[config.mk]
export PLATFORM = sky130hd
export DESIGN_NAME = fork_join_ctrl
export DESIGN_NICKNAME = d
export VERILOG_FILES = /design/src/rtl/fork_join_pkg.sv /design/src/rtl/fj_channel.sv /design/src/rtl/fork_join_ctrl.sv
export SDC_FILE = /design/constraint.sdc
export NUM_CORES = 1
export LEC_CHECK = 0
export CAP_MARGIN = 20
export CORE_MARGIN = 4
export CORE_UTILIZATION = 35
export DETAILED_ROUTE_END_ITERATION = 16
export HOLD_SLACK_MARGIN = 0.06
export SYNTH_ARGS = -nofsm -noshare
export SYNTH_HDL_FRONTEND = slang
export SYNTH_SLANG_ARGS = --single-unit
[constraint.sdc]
create_clock -name clk -period 2.7 [get_ports clk]
set_clock_uncertainty 0.15 [all_clocks]
set_input_delay 0.405 -clock clk [delete_from_list [all_inputs] [get_ports clk]]
set_output_delay 0.405 -clock clk [all_outputs]
set_load 0.01 [all_outputs]
[src/rtl/fork_join_pkg.sv]
// Shared types for the fork/join controller: join modes, FSM states and
// the helper that folds the reserved mode encoding onto JOIN_ALL.
// Pure declarations, no logic.
package fork_join_pkg;

  typedef enum logic [1:0] {
    JOIN_ALL  = 2'b00,
    JOIN_ANY  = 2'b01,
    JOIN_NONE = 2'b10
  } join_mode_e;

  typedef enum logic [1:0] {
    IDLE  = 2'b00,
    RUN   = 2'b01,
    DRAIN = 2'b10
  } fsm_state_e;

  // Encoding 2'b11 is reserved and behaves like JOIN_ALL.
  function automatic join_mode_e decode_mode(input logic [1:0] m);
    return (m == 2'b11) ? JOIN_ALL : join_mode_e'(m);
  endfunction

endpackage

[src/rtl/fj_channel.sv]
// One fork channel: a down-counter loaded with max(dur,1) that runs to completion.
// Latency: done pulses max(dur,1) cycles after the load edge; active drops in that same cycle.
// No backpressure; kill abandons the count at the next edge without a done pulse.
module fj_channel
  import fork_join_pkg::*;
#(
  parameter int CNT_W = 8
) (
  input  logic             clk,
  input  logic             rst_n,
  input  logic             load,
  input  logic [CNT_W-1:0] load_dur,
  input  logic             kill,
  output logic             active,
  output logic             done
);

  logic             run;
  logic [CNT_W-1:0] cnt;
  logic             last;

  // cnt holds the number of cycles left including the current one.
  assign last   = (cnt == CNT_W'(1));
  assign done   = run & last & ~kill;
  assign active = run & ~last;

  // Counter: kill wins, then load, then count down and stop on the last cycle.
  always_ff @(posedge clk or negedge rst_n) begin
    if (!rst_n) begin
      run <= 1'b0;
      cnt <= '0;
    end else if (kill) begin
      run <= 1'b0;
      cnt <= '0;
    end else if (load) begin
      run <= 1'b1;
      cnt <= (load_dur == '0) ? CNT_W'(1) : load_dur;
    end else if (run) begin
      if (last) begin
        run <= 1'b0;
        cnt <= '0;
      end else begin
        cnt <= cnt - CNT_W'(1);
      end
    end
  end

endmodule

[src/rtl/fork_join_ctrl.sv]
// Fork/join controller: launches N_CH timed channels and signals join_done per join mode.
// Latency: join_done at T+1 (JOIN_NONE / no channels) or in the deciding ch_done cycle.
// No backpressure; start outside IDLE is dropped. FJ_DISABLE_FORK_EN adds disable_fork.
module fork_join_ctrl
  import fork_join_pkg::*;
#(
  parameter int N_CH  = 4,
  parameter int CNT_W = 8
) (
  input  logic                    clk,
  input  logic                    rst_n,
`ifdef FJ_DISABLE_FORK_EN
  input  logic                    disable_fork,
`endif
  input  logic                    start,
  input  logic [1:0]              mode,
  input  logic [N_CH-1:0]         ch_en,
  input  logic [N_CH*CNT_W-1:0]   dur,
  output logic                    busy,
  output logic [N_CH-1:0]         ch_active,
  output logic [N_CH-1:0]         ch_done,
  output logic                    join_done,
  output logic [$clog2(N_CH)-1:0] first_id
);

  localparam int ID_W = $clog2(N_CH);

`ifndef FJ_DISABLE_FORK_EN
  logic disable_fork;
  assign disable_fork = 1'b0;
`endif

  fsm_state_e state, state_nxt;
  join_mode_e mode_q;
  logic       start_ok;
  logic       kill;
  logic       remaining;
  logic       any_done;
  logic       fire;
  logic [ID_W-1:0] low_id;
  logic [ID_W-1:0] first_id_q;

  assign start_ok  = start & (state == IDLE);
  assign remaining = |ch_active;
  assign any_done  = |ch_done;
  assign busy      = (state != IDLE);
  assign first_id  = join_done ? low_id : first_id_q;

  for (genvar g = 0; g < N_CH; g++) begin : g_ch
    fj_channel #(.CNT_W(CNT_W)) u_ch (
      .clk      (clk),
      .rst_n    (rst_n),
      .load     (start_ok & ch_en[g]),
      .load_dur (dur[g*CNT_W +: CNT_W]),
      .kill     (kill),
      .active   (ch_active[g]),
      .done     (ch_done[g])
    );
  end

  // Lowest-index channel completing this cycle; 0 when none completes.
  always_comb begin
    low_id = '0;
    for (int i = N_CH - 1; i >= 0; i--) begin
      if (ch_done[i]) low_id = ID_W'(i);
    end
  end

  // Join condition while RUN is pending; an empty launch satisfies every mode at once.
  always_comb begin
    fire = 1'b0;
    unique case (mode_q)
      JOIN_ANY:  fire = any_done | ~remaining;
      JOIN_NONE: fire = 1'b1;
      default:   fire = ~remaining;
    endcase
  end

  // Next state, join pulse and channel kill.
  always_comb begin
    state_nxt = state;
    join_done = 1'b0;
    kill      = 1'b0;
    unique case (state)
      IDLE: begin
        if (start_ok) state_nxt = RUN;
      end
      RUN: begin
        if (disable_fork) begin
          kill      = 1'b1;
          state_nxt = IDLE;
        end else if (fire) begin
          join_done = 1'b1;
          state_nxt = remaining ? DRAIN : IDLE;
        end
      end
      DRAIN: begin
        if (disable_fork) begin
          kill      = 1'b1;
          state_nxt = IDLE;
        end else if (!remaining) begin
          state_nxt = IDLE;
        end
      end
      default: state_nxt = IDLE;
    endcase
  end

  // State register.
  always_ff @(posedge clk or negedge rst_n) begin
    if (!rst_n) state <= IDLE;
    else        state <= state_nxt;
  end

  // Mode captured at launch; first_id captured when the join fires and held afterwards.
  always_ff @(posedge clk or negedge rst_n) begin
    if (!rst_n) begin
      mode_q     <= JOIN_ALL;
      first_id_q <= '0;
    end else begin
      if (start_ok)  mode_q     <= decode_mode(mode);
      if (join_done) first_id_q <= low_id;
    end
  end

endmodule

==> tab_implementation.tex, run 1 <==
\begin{tabular}{lr}
\hline
Metric & Value \\
\hline
\multicolumn{2}{l}{\textbf{Final layout}} \\
\quad Most common library cell in the layout ignoring fill and taps & sky130\_fd\_sc\_hd\_\_buf\_4 \\
\quad Area used by multi-input combinational logic & 1545 sq um \\
\quad Number of antenna diodes & 0 \\
\quad Final layout net count & 458 \\
\quad Layout Utilization & 52.57\% \\
\quad Syn-to-layout area delta & 44.40\% \\
\quad Footprint of the flip-flops and latches & 1051 sq um \\
\quad Share of layout cells above drive strength 1 & 23.04\% \\
\quad Commonest cells after routing, fill and taps aside & sky130\_fd\_sc\_hd\_\_buf\_4 (56), sky130\_fd\_sc\_hd\_\_clkdlybuf4s50\_1 (43), sky130\_fd\_sc\_hd\_\_dfrtp\_1 (42) \\
\quad FILL cells & 659 \\
\multicolumn{2}{l}{\textbf{CTS}} \\
\quad Clock insertion delay at the later pin of the skew report & 0.30 ns \\
\quad Cts bufs inserted & 5 \\
\quad Clock slew seen by the registers of the worst setup and hold paths & 0.08 ns \\
\quad Clock Tree Buf Depth & 2 \\
\quad TritonCTS clock tree & yes \\
\quad Clock Sink Count & 42 \\
\quad Clock tree root driver cell & sky130\_fd\_sc\_hd\_\_clkbuf\_8 \\
\quad Number of H-tree branching levels & 2 \\
\multicolumn{2}{l}{\textbf{Synthesis}} \\
\quad FFs w/ async S/R, synth & 100.0\% \\
\quad Fraction of the yosys area taken by sequential cells & 39.38\% \\
\quad Synthesized net count & 356 \\
\quad Top post-synthesis cells by area & sky130\_fd\_sc\_hd\_\_dfrtp\_1 (39\%), sky130\_fd\_sc\_hd\_\_nand2\_1 (5.6\%), sky130\_fd\_sc\_hd\_\_ha\_1 (4.7\%) \\
\quad Synthesized area divided by synthesized cell count & 8.750 sq um \\
\quad Prevailing post-synth register cell & sky130\_fd\_sc\_hd\_\_dfrtp\_1 \\
\quad Syn Std Cell Area & 2669 sq um \\
\quad Proportion of netlist area held by the largest area contributor & 39.38\% \\
\quad Distinct cells, synth & 58 \\
\quad Library cell occupying the most area in the post-synthesis netlist & sky130\_fd\_sc\_hd\_\_dfrtp\_1 \\
\quad Synthesized flop and latch total & 42 \\
\quad Number of enable-type register cells in the synthesized netlist & 0 \\
\quad Synthesized instance count & 305 \\
\quad Total of warnings raised by yosys & 0 \\
\multicolumn{2}{l}{\textbf{Setup path}} \\
\quad Worst reg2reg path endpoint & first\_id\_q[1]\$\_DFF\_PN0\_ \\
\quad Required time at the worst-slack endpoint & 2.14 ns \\
\quad Maximum fanout encountered on the critical timing path & 3 \\
\quad Arr. time, crit path & 2.50 ns \\
\quad Crit path from & g\_ch[2].u\_ch.cnt[4]\$\_DFFE\_PN0P\_ \\
\quad Kind of start point of the critical path & register \\
\quad Endpoint type of the worst setup path & output port \\
\quad RR Startpoint & g\_ch[2].u\_ch.cnt[4]\$\_DFFE\_PN0P\_ \\
\quad Critical-path top delay cell & sky130\_fd\_sc\_hd\_\_or4\_4 \\
\quad Gate family responsible for the most delay along the worst path & simple AND/OR/NAND/NOR gates \\
\quad Type of the worst setup path & register to output port \\
\quad Cell with the most instances on the worst path & sky130\_fd\_sc\_hd\_\_o31ai\_4 \\
\quad Highest cell delay on the worst timing path & 0.56 ns \\
\quad Critical-path cell list & or4\_4 > o31ai\_4 > nand4\_4 > o31ai\_4 > buf\_4 > mux2\_4 > buf\_6 \\
\quad R2R Setup Slk & 0.36 ns \\
\quad Count of cells along the worst register-to-register path & 6 \\
\quad Buf/Inv on CP & 2 \\
\multicolumn{2}{l}{\textbf{Placement}} \\
\quad Hpwl dp & 5284 um \\
\quad Final RePlAce weighted congestion & 0.8355 \\
\quad Count of input and output buffers & 52 \\
\multicolumn{2}{l}{\textbf{Global routing}} \\
\quad Overflow after GRT & 0 \\
\quad Global-route wire length before repair & 11630 um \\
\quad Overall track demand over capacity in global routing & 16.16\% \\
\quad Maximum number of pins on one net before global-route repair & 43 \\
\quad Vias in the first global route & 2564 \\
\quad Antenna violations before repair & 0 \\
\multicolumn{2}{l}{\textbf{Worst hold path}} \\
\quad Number of cells traversed by the worst hold path & 1 \\
\quad Worst hold start & first\_id\_q[1]\$\_DFF\_PN0\_ \\
\quad Destination of the worst hold path & first\_id\_q[1]\$\_DFF\_PN0\_ \\
\quad Type of the most critical hold path & register to register \\
\multicolumn{2}{l}{\textbf{Pwr}} \\
\quad Leak Pwr & 0.001704 uW \\
\quad Peak ir drop on the vdd network & 0.4120 mV \\
\quad Total power & 3724 uW \\
\quad P per Cell Area & 966.3 nW/um\^{}2 \\
\multicolumn{2}{l}{\textbf{Timing}} \\
\quad Final period util & 113.0\% \\
\quad Tmin final & 3.050 ns \\
\quad Max-slew violation count & 0 \\
\quad Max frequency & 0.3278 GHz \\
\quad Unrepaired setup endpoints after global routing & true \\
\quad Worst setup slack after layout & -0.3502 ns \\
\quad Final Hold Viols & 0 \\
\quad Transition at the pin with the smallest max-transition slack & 0.4781 ns \\
\quad Worst hold slack after final layout & 0.3675 ns \\
\quad Relative max-transition margin & 68.05\% \\
\quad \# setup viols final & 4 \\
\multicolumn{2}{l}{\textbf{Detailed routing}} \\
\quad Initial DRT Pass Iterations & 4 \\
\quad DRC violations left & 0 \\
\quad Post-detailed-route via-to-cell ratio & 5.087 \\
\quad Average wire per standard cell & 13.82 um \\
\quad Number of vias in the routed layout & 2579 \\
\quad Wire length after detailed routing & 7007 um \\
\quad Violation count after the first detailed-routing iteration & 61 \\
\quad Post-DRT Antenna Nets & 0 \\
\multicolumn{2}{l}{\textbf{Floorplan}} \\
\quad Horizontal extent of the die & 95.32 um \\
\quad Area of the placeable core & 7331 sq um \\
\quad Die outline height & 95.32 um \\
\quad Initial standard-cell utilization of the core & 36.41\% \\
\quad Number of top-level pins & 53 \\
\quad Total die area & 9086 sq um \\
\quad Standard-cell rows & 31 \\
\multicolumn{2}{l}{\textbf{Run status}} \\
\quad Result of the run & complete, but fails checks \\
\quad Failing checks & setup timing \\
\multicolumn{2}{l}{\textbf{Run}} \\
\quad Number of max-cap violations & 0 \\
\hline
\end{tabular}
## power breakdown
part | internal [uW] | switching [uW] | leakage [uW]
clock network | 206 | 228 | 0.0000472
logic | 1120 | 1050 | 0.00116
registers | 918 | 203 | 0.000499
total | 2240 | 1480 | 0.00170
## Yosys cell counts, drive strengths merged (2+ instances only)
library cell,n
o21a,2
nand3b,4
or2b,3
dfrtp,42
nand2b,6
nor4,8
nor3,21
or3,2
o21ai,23
a31oi,2
nand2,40
inv,17
o31ai,3
nand3,4
a22o,3
and3,2
or4,3
mux2,3
a221o,4
or2,2
nor2,26
o211ai,3
ha,10
xnor2,3
buf,9
nor4b,3
nand4b,2
and2,4
o221ai,4
clkbuf,6
mux2i,2
a32oi,2
nor3b,3
a21oi,22
## cell families after synthesis
| kind of cell | synth area share (%) |
|---|---|
| AOI/OAI and AO/OA | 19.27 |
| buffers and inverters | 5.907 |
| adders and majority gates | 4.688 |
| muxes | 2.016 |
| and+or+nand+nor | 27.76 |
| xor gates and xnor gates | 0.9847 |
| DFF | 39.38 |
## final cells by class
class	count	area share, %
Multi-Input combinational cell	231	40.10
Sequential cell	42	27.27
Timing Repair Buffer	110	25.29
Tap cell	99	3.214
Clock buffer	6	2.143
Inverter	17	1.656
Clock inverter	2	0.3247
## metrics by stage
step                setup slack, ns  instances  instance area, sq um  TNS, ns
floorplan                   0.05276        305                  2669        0
global placement            -0.3245        493                  3605  -0.7851
detailed placement          -0.4113        493                  3605   -1.039
CTS                         -0.4246        504                  3764   -1.046
global route                -0.4500        507                  3854   -1.212
finish                      -0.3502        507                  3854  -0.7471
## routing by layer
metal / up-vias / wire length (um) / track usage [%] / share of wire [%]
met2: 83 / 3345 / 27.11 / 48
met5: - / 0 / 0 / 0
met3: 12 / 387 / 4.183 / 5.5
li1: 1296 / - / - / -
met1: 1188 / 3174 / 20.46 / 45
met4: 0 / 99 / 4.567 / 1.4
## repair_timing
item                                    CTS  global route
hold buffers                              0             1
pin swaps                                 5             5
gates resized for setup                  27            10
hold endpoints to repair                  0            15
cloned                                    0             0
buffers inserted                          4             2
endpoints found under the setup margin    9             9
## flip-flops by register name, summed over array words and instances (netlist names)
name / flops
g_ch.u_ch.cnt: 32
state: 2
mode_q: 2
first_id_q: 2
g_ch.u_ch.run: 4
## how the worst max path moves through the flow
stage             endpoint  cells past startpoint
2_1_floorplan  first_id[0]                      5
3_3_place_gp   first_id[1]                     10
3_5_place_dp   first_id[0]                     10
4_1_cts        first_id[0]                      7
5_1_grt        first_id[1]                      7
6_report       first_id[1]                      7
Power figures use the tool's default switching activity.
==> run 2: changes to the inputs <==
--- a/config.mk
+++ b/config.mk
@@ -9,6 +9,8 @@
 export CORE_MARGIN = 4
 export CORE_UTILIZATION = 35
 export DETAILED_ROUTE_END_ITERATION = 16
+export GPL_ROUTABILITY_DRIVEN = 1
+export GPL_TIMING_DRIVEN = 0
 export HOLD_SLACK_MARGIN = 0.06
 export SYNTH_ARGS = -nofsm -noshare
 export SYNTH_HDL_FRONTEND = slang
==> run 2 against run 1 <==
  * Sequential share of layout area rose by 0.89 points
  * Highest routed layer unchanged
  * Clock-buffer cell count rose by 1
  * The flow still finishes with violations (setup timing)
  * First-iteration DRC count rose by 9.8%
  * Die area did not move
  * Critical path type unchanged
  * Worst hold slack got worse by 0.016 ns
==> tab_implementation.tex, run 2 (synthesis gave the netlist of run 1 again) <==
\begin{tabular}{lr}
\hline
Metric & Value \\
\hline
\multicolumn{2}{l}{\textbf{Floorplan}} \\
\quad Total die area & 9086 sq um (unchanged) \\
\quad Standard-cell rows & 31 (unchanged) \\
\quad Area of the placeable core & 7331 sq um (unchanged) \\
\quad Die outline height & 95.32 um (unchanged) \\
\quad Horizontal extent of the die & 95.32 um (unchanged) \\
\quad Number of top-level pins & 53 (unchanged) \\
\quad Initial standard-cell utilization of the core & 36.41\% (unchanged) \\
\multicolumn{2}{l}{\textbf{Run}} \\
\quad Number of max-cap violations & 0 (unchanged) \\
\multicolumn{2}{l}{\textbf{Setup path}} \\
\quad Type of the worst setup path & register to output port \\
\quad RR Startpoint & g\_ch[3].u\_ch.cnt[3]\$\_DFFE\_PN0P\_ \\
\quad Arr. time, crit path & 2.50 ns (about the same) \\
\quad Kind of start point of the critical path & register \\
\quad Endpoint type of the worst setup path & output port \\
\quad Maximum fanout encountered on the critical timing path & 3 (unchanged) \\
\quad Crit path from & g\_ch[3].u\_ch.cnt[3]\$\_DFFE\_PN0P\_ \\
\quad Required time at the worst-slack endpoint & 2.14 ns (about the same) \\
\multicolumn{2}{l}{\textbf{Final layout}} \\
\quad Commonest cells after routing, fill and taps aside & sky130\_fd\_sc\_hd\_\_clkdlybuf4s50\_1 (42), sky130\_fd\_sc\_hd\_\_dfrtp\_1 (41), sky130\_fd\_sc\_hd\_\_nand2\_1 (38) \\
\quad Post-route non-filler standard cell count & 490 (-3.4\%) \\
\quad Most common library cell in the layout ignoring fill and taps & sky130\_fd\_sc\_hd\_\_clkdlybuf4s50\_1 \\
\quad Register bank with the most flops & g\_ch.u\_ch.cnt \\
\quad Final layout net count & 441 (-3.7\%) \\
\quad Layout Utilization & 50.96\% (-1.6 points) \\
\quad Number of antenna diodes & 0 (unchanged) \\
\quad FILL cells & 681 (+3.3\%) \\
\quad Share of layout cells above drive strength 1 & 21.74\% (-1.3 points) \\
\quad Syn-to-layout area delta & 39.99\% \\
\quad Largest registers ranked by flip-flop count & g\_ch.u\_ch.cnt (32), g\_ch.u\_ch.run (4) \\
\quad Number of flip-flops under the largest register name & 32 (unchanged) \\
\multicolumn{2}{l}{\textbf{Pwr}} \\
\quad Peak ir drop on the vdd network & 0.3375 mV (-18\%) \\
\quad Share of total power in the clock network & 12.2\% (+0.6 points) \\
\quad Psw & 1441 uW (-2.9\%) \\
\quad Leak Pwr & 0.001613 uW (-5.3\%) \\
\quad Total power & 3508 uW (-5.8\%) \\
\quad Design internal power & 2067 uW (-7.7\%) \\
\quad Fraction of power spent switching nets & 41.08\% (+1.2 points) \\
\quad Sequential Power Share & 35.4\% (+5.3 points) \\
\quad Logic pwr share & 52.4\% (-5.9 points) \\
\quad P per Cell Area & 939.1 nW/um\^{}2 (-2.8\%) \\
\multicolumn{2}{l}{\textbf{Placement}} \\
\quad Final RePlAce weighted congestion & 0.8183 (-2.1\%) \\
\quad Total instance count after detailed placement & 457 (-7.3\%) \\
\quad Hpwl dp & 4923 um (-6.8\%) \\
\quad Placement-stage worst setup slack & -0.7394 ns (-0.3282 ns) \\
\quad Count of input and output buffers & 52 (unchanged) \\
\multicolumn{2}{l}{\textbf{CTS}} \\
\quad Clock insertion delay at the later pin of the skew report & 0.29 ns (about the same) \\
\quad Clock slew seen by the registers of the worst setup and hold paths & 0.08 ns (about the same) \\
\quad Clock tree root driver cell & sky130\_fd\_sc\_hd\_\_clkbuf\_8 \\
\quad Clock Sink Count & 42 (unchanged) \\
\quad Clock Tree Buf Depth & 2 (unchanged) \\
\quad Number of H-tree branching levels & 2 (unchanged) \\
\quad TritonCTS clock tree & yes \\
\quad Cts bufs inserted & 5 (unchanged) \\
\multicolumn{2}{l}{\textbf{Timing}} \\
\quad \# setup viols final & 3 (-1) \\
\quad Transition at the pin with the smallest max-transition slack & 0.4618 ns (-0.01632 ns) \\
\quad Final period util & 113.2\% (+0.23 points) \\
\quad Final Hold Viols & 0 (unchanged) \\
\quad Relative max-transition margin & 68.93\% (+0.88 points) \\
\quad Max-slew violation count & 0 (unchanged) \\
\quad Worst hold slack after final layout & 0.3515 ns (-0.01597 ns) \\
\quad Tmin final & 3.056 ns (+0.006116 ns) \\
\quad Max frequency & 0.3272 GHz (-0.20\%) \\
\quad Unrepaired setup endpoints after global routing & true \\
\quad Worst setup slack after layout & -0.3563 ns (-0.006116 ns) \\
\multicolumn{2}{l}{\textbf{Global routing}} \\
\quad Antenna violations before repair & 0 (unchanged) \\
\quad Overall track demand over capacity in global routing & 15.53\% (-0.63 points) \\
\quad Overflow after GRT & 0 (unchanged) \\
\quad Global-route wire length before repair & 11120 um (-4.3\%) \\
\quad Vias in the first global route & 2462 (-4.0\%) \\
\quad Maximum number of pins on one net before global-route repair & 34 (-21\%) \\
\multicolumn{2}{l}{\textbf{Detailed routing}} \\
\quad Post-DRT Antenna Nets & 0 (unchanged) \\
\quad Post-detailed-route via-to-cell ratio & 5.149 (+1.2\%) \\
\quad Average wire per standard cell & 13.94 um (+0.87\%) \\
\quad Initial DRT Pass Iterations & 4 (unchanged) \\
\quad Violation count after the first detailed-routing iteration & 67 (+9.8\%) \\
\quad Number of vias in the routed layout & 2523 (-2.2\%) \\
\quad DRC violations left & 0 (unchanged) \\
\quad Wire length after detailed routing & 6831 um (-2.5\%) \\
\multicolumn{2}{l}{\textbf{Worst hold path}} \\
\quad Type of the most critical hold path & input pin to async pin \\
\multicolumn{2}{l}{\textbf{Run status}} \\
\quad Result of the run & complete, but fails checks \\
\quad Failing checks & setup timing \\
\hline
\end{tabular}
run 2: per-layer routing:
| metal | vias up | global-route usage (%) | share of wire (%) |
|---|---|---|---|
| li1 | 1276 | - | - |
| met1 | 1174 | 19.58 | 46 |
| met2 | 68 | 26.30 | 48 |
| met3 | 5 | 3.788 | 5.7 |
| met4 | 0 | 4.447 | 0.95 |
| met5 | - | 0 | 0 |
run 2: cell type report:
class / instances / area, sq um / area share, %
plain buffers: 14 / 83.83 / 2.244
clock buffers: 7 / 86.33 / 2.311
clock inverters: 1 / 5.005 / 0.1340
inverters: 17 / 63.81 / 1.708
multi-input cells: 231 / 1584 / 42.40
flip-flops and latches: 42 / 1052 / 28.16
well taps: 99 / 123.9 / 3.315
repair buffers: 79 / 737.0 / 19.73
run 2: worst max-delay path: stages, from the launching register on:
cell	delay, ns
sky130_fd_sc_hd__dfrtp_1	0.40
sky130_fd_sc_hd__or4_4	0.57
sky130_fd_sc_hd__nor2_4	0.12
sky130_fd_sc_hd__a21bo_4	0.15
sky130_fd_sc_hd__nand4_4	0.11
sky130_fd_sc_hd__o31ai_4	0.26
sky130_fd_sc_hd__buf_4	0.15
sky130_fd_sc_hd__mux2_4	0.31
sky130_fd_sc_hd__buf_6	0.12
run 2: power groups by stage:
| stage | Combinational (uW) | Clock, uW | Sequential [uW] |
|---|---|---|---|
| final | 1840 | 429 | 1240 |
| after global routing | 2060 | 474 | 1290 |
| after CTS | 1730 | 441 | 1220 |
| after detailed placement | 1560 | 0 | 1220 |
| after global placement | 1540 | 0 | 1210 |
| after floorplan | 1170 | 0 | 1140 |
run 2: final timing paths:
kind | to | slack (ns) | depth (start not counted)
setup / recovery | first_id[0] | -0.36 | 8
hold / removal | g_ch[1].u_ch.cnt[7]$_DFFE_PN0P_ | 0.35 | 2
setup reg to reg | first_id_q[0]$_DFF_PN0_ | 0.35 | 7
hold reg to reg | first_id_q[0]$_DFF_PN0_ | 0.37 | 1
max in group asynchronous | g_ch[2].u_ch.cnt[0]$_DFFE_PN0P_ | 1.57 | 3
min in group clk | first_id_q[0]$_DFF_PN0_ | 0.37 | 1
run 2: what timing repair did:
action,in CTS,in global routing
pin swaps,6,7
hold buffers,1,0
hold endpoints to repair,9,0
resized for setup,35,25
cloned,0,0
endpoints found under the setup margin,14,11
setup buffers,13,12
run 2: metrics by stage:
stage	cell area, sq um	TNS (ns)
finish	3736	-0.8805
global route	3736	-1.132
CTS	3593	-1.181
detailed placement	3328	-4.722
global placement	3313	-10.02
floorplan	2669	0
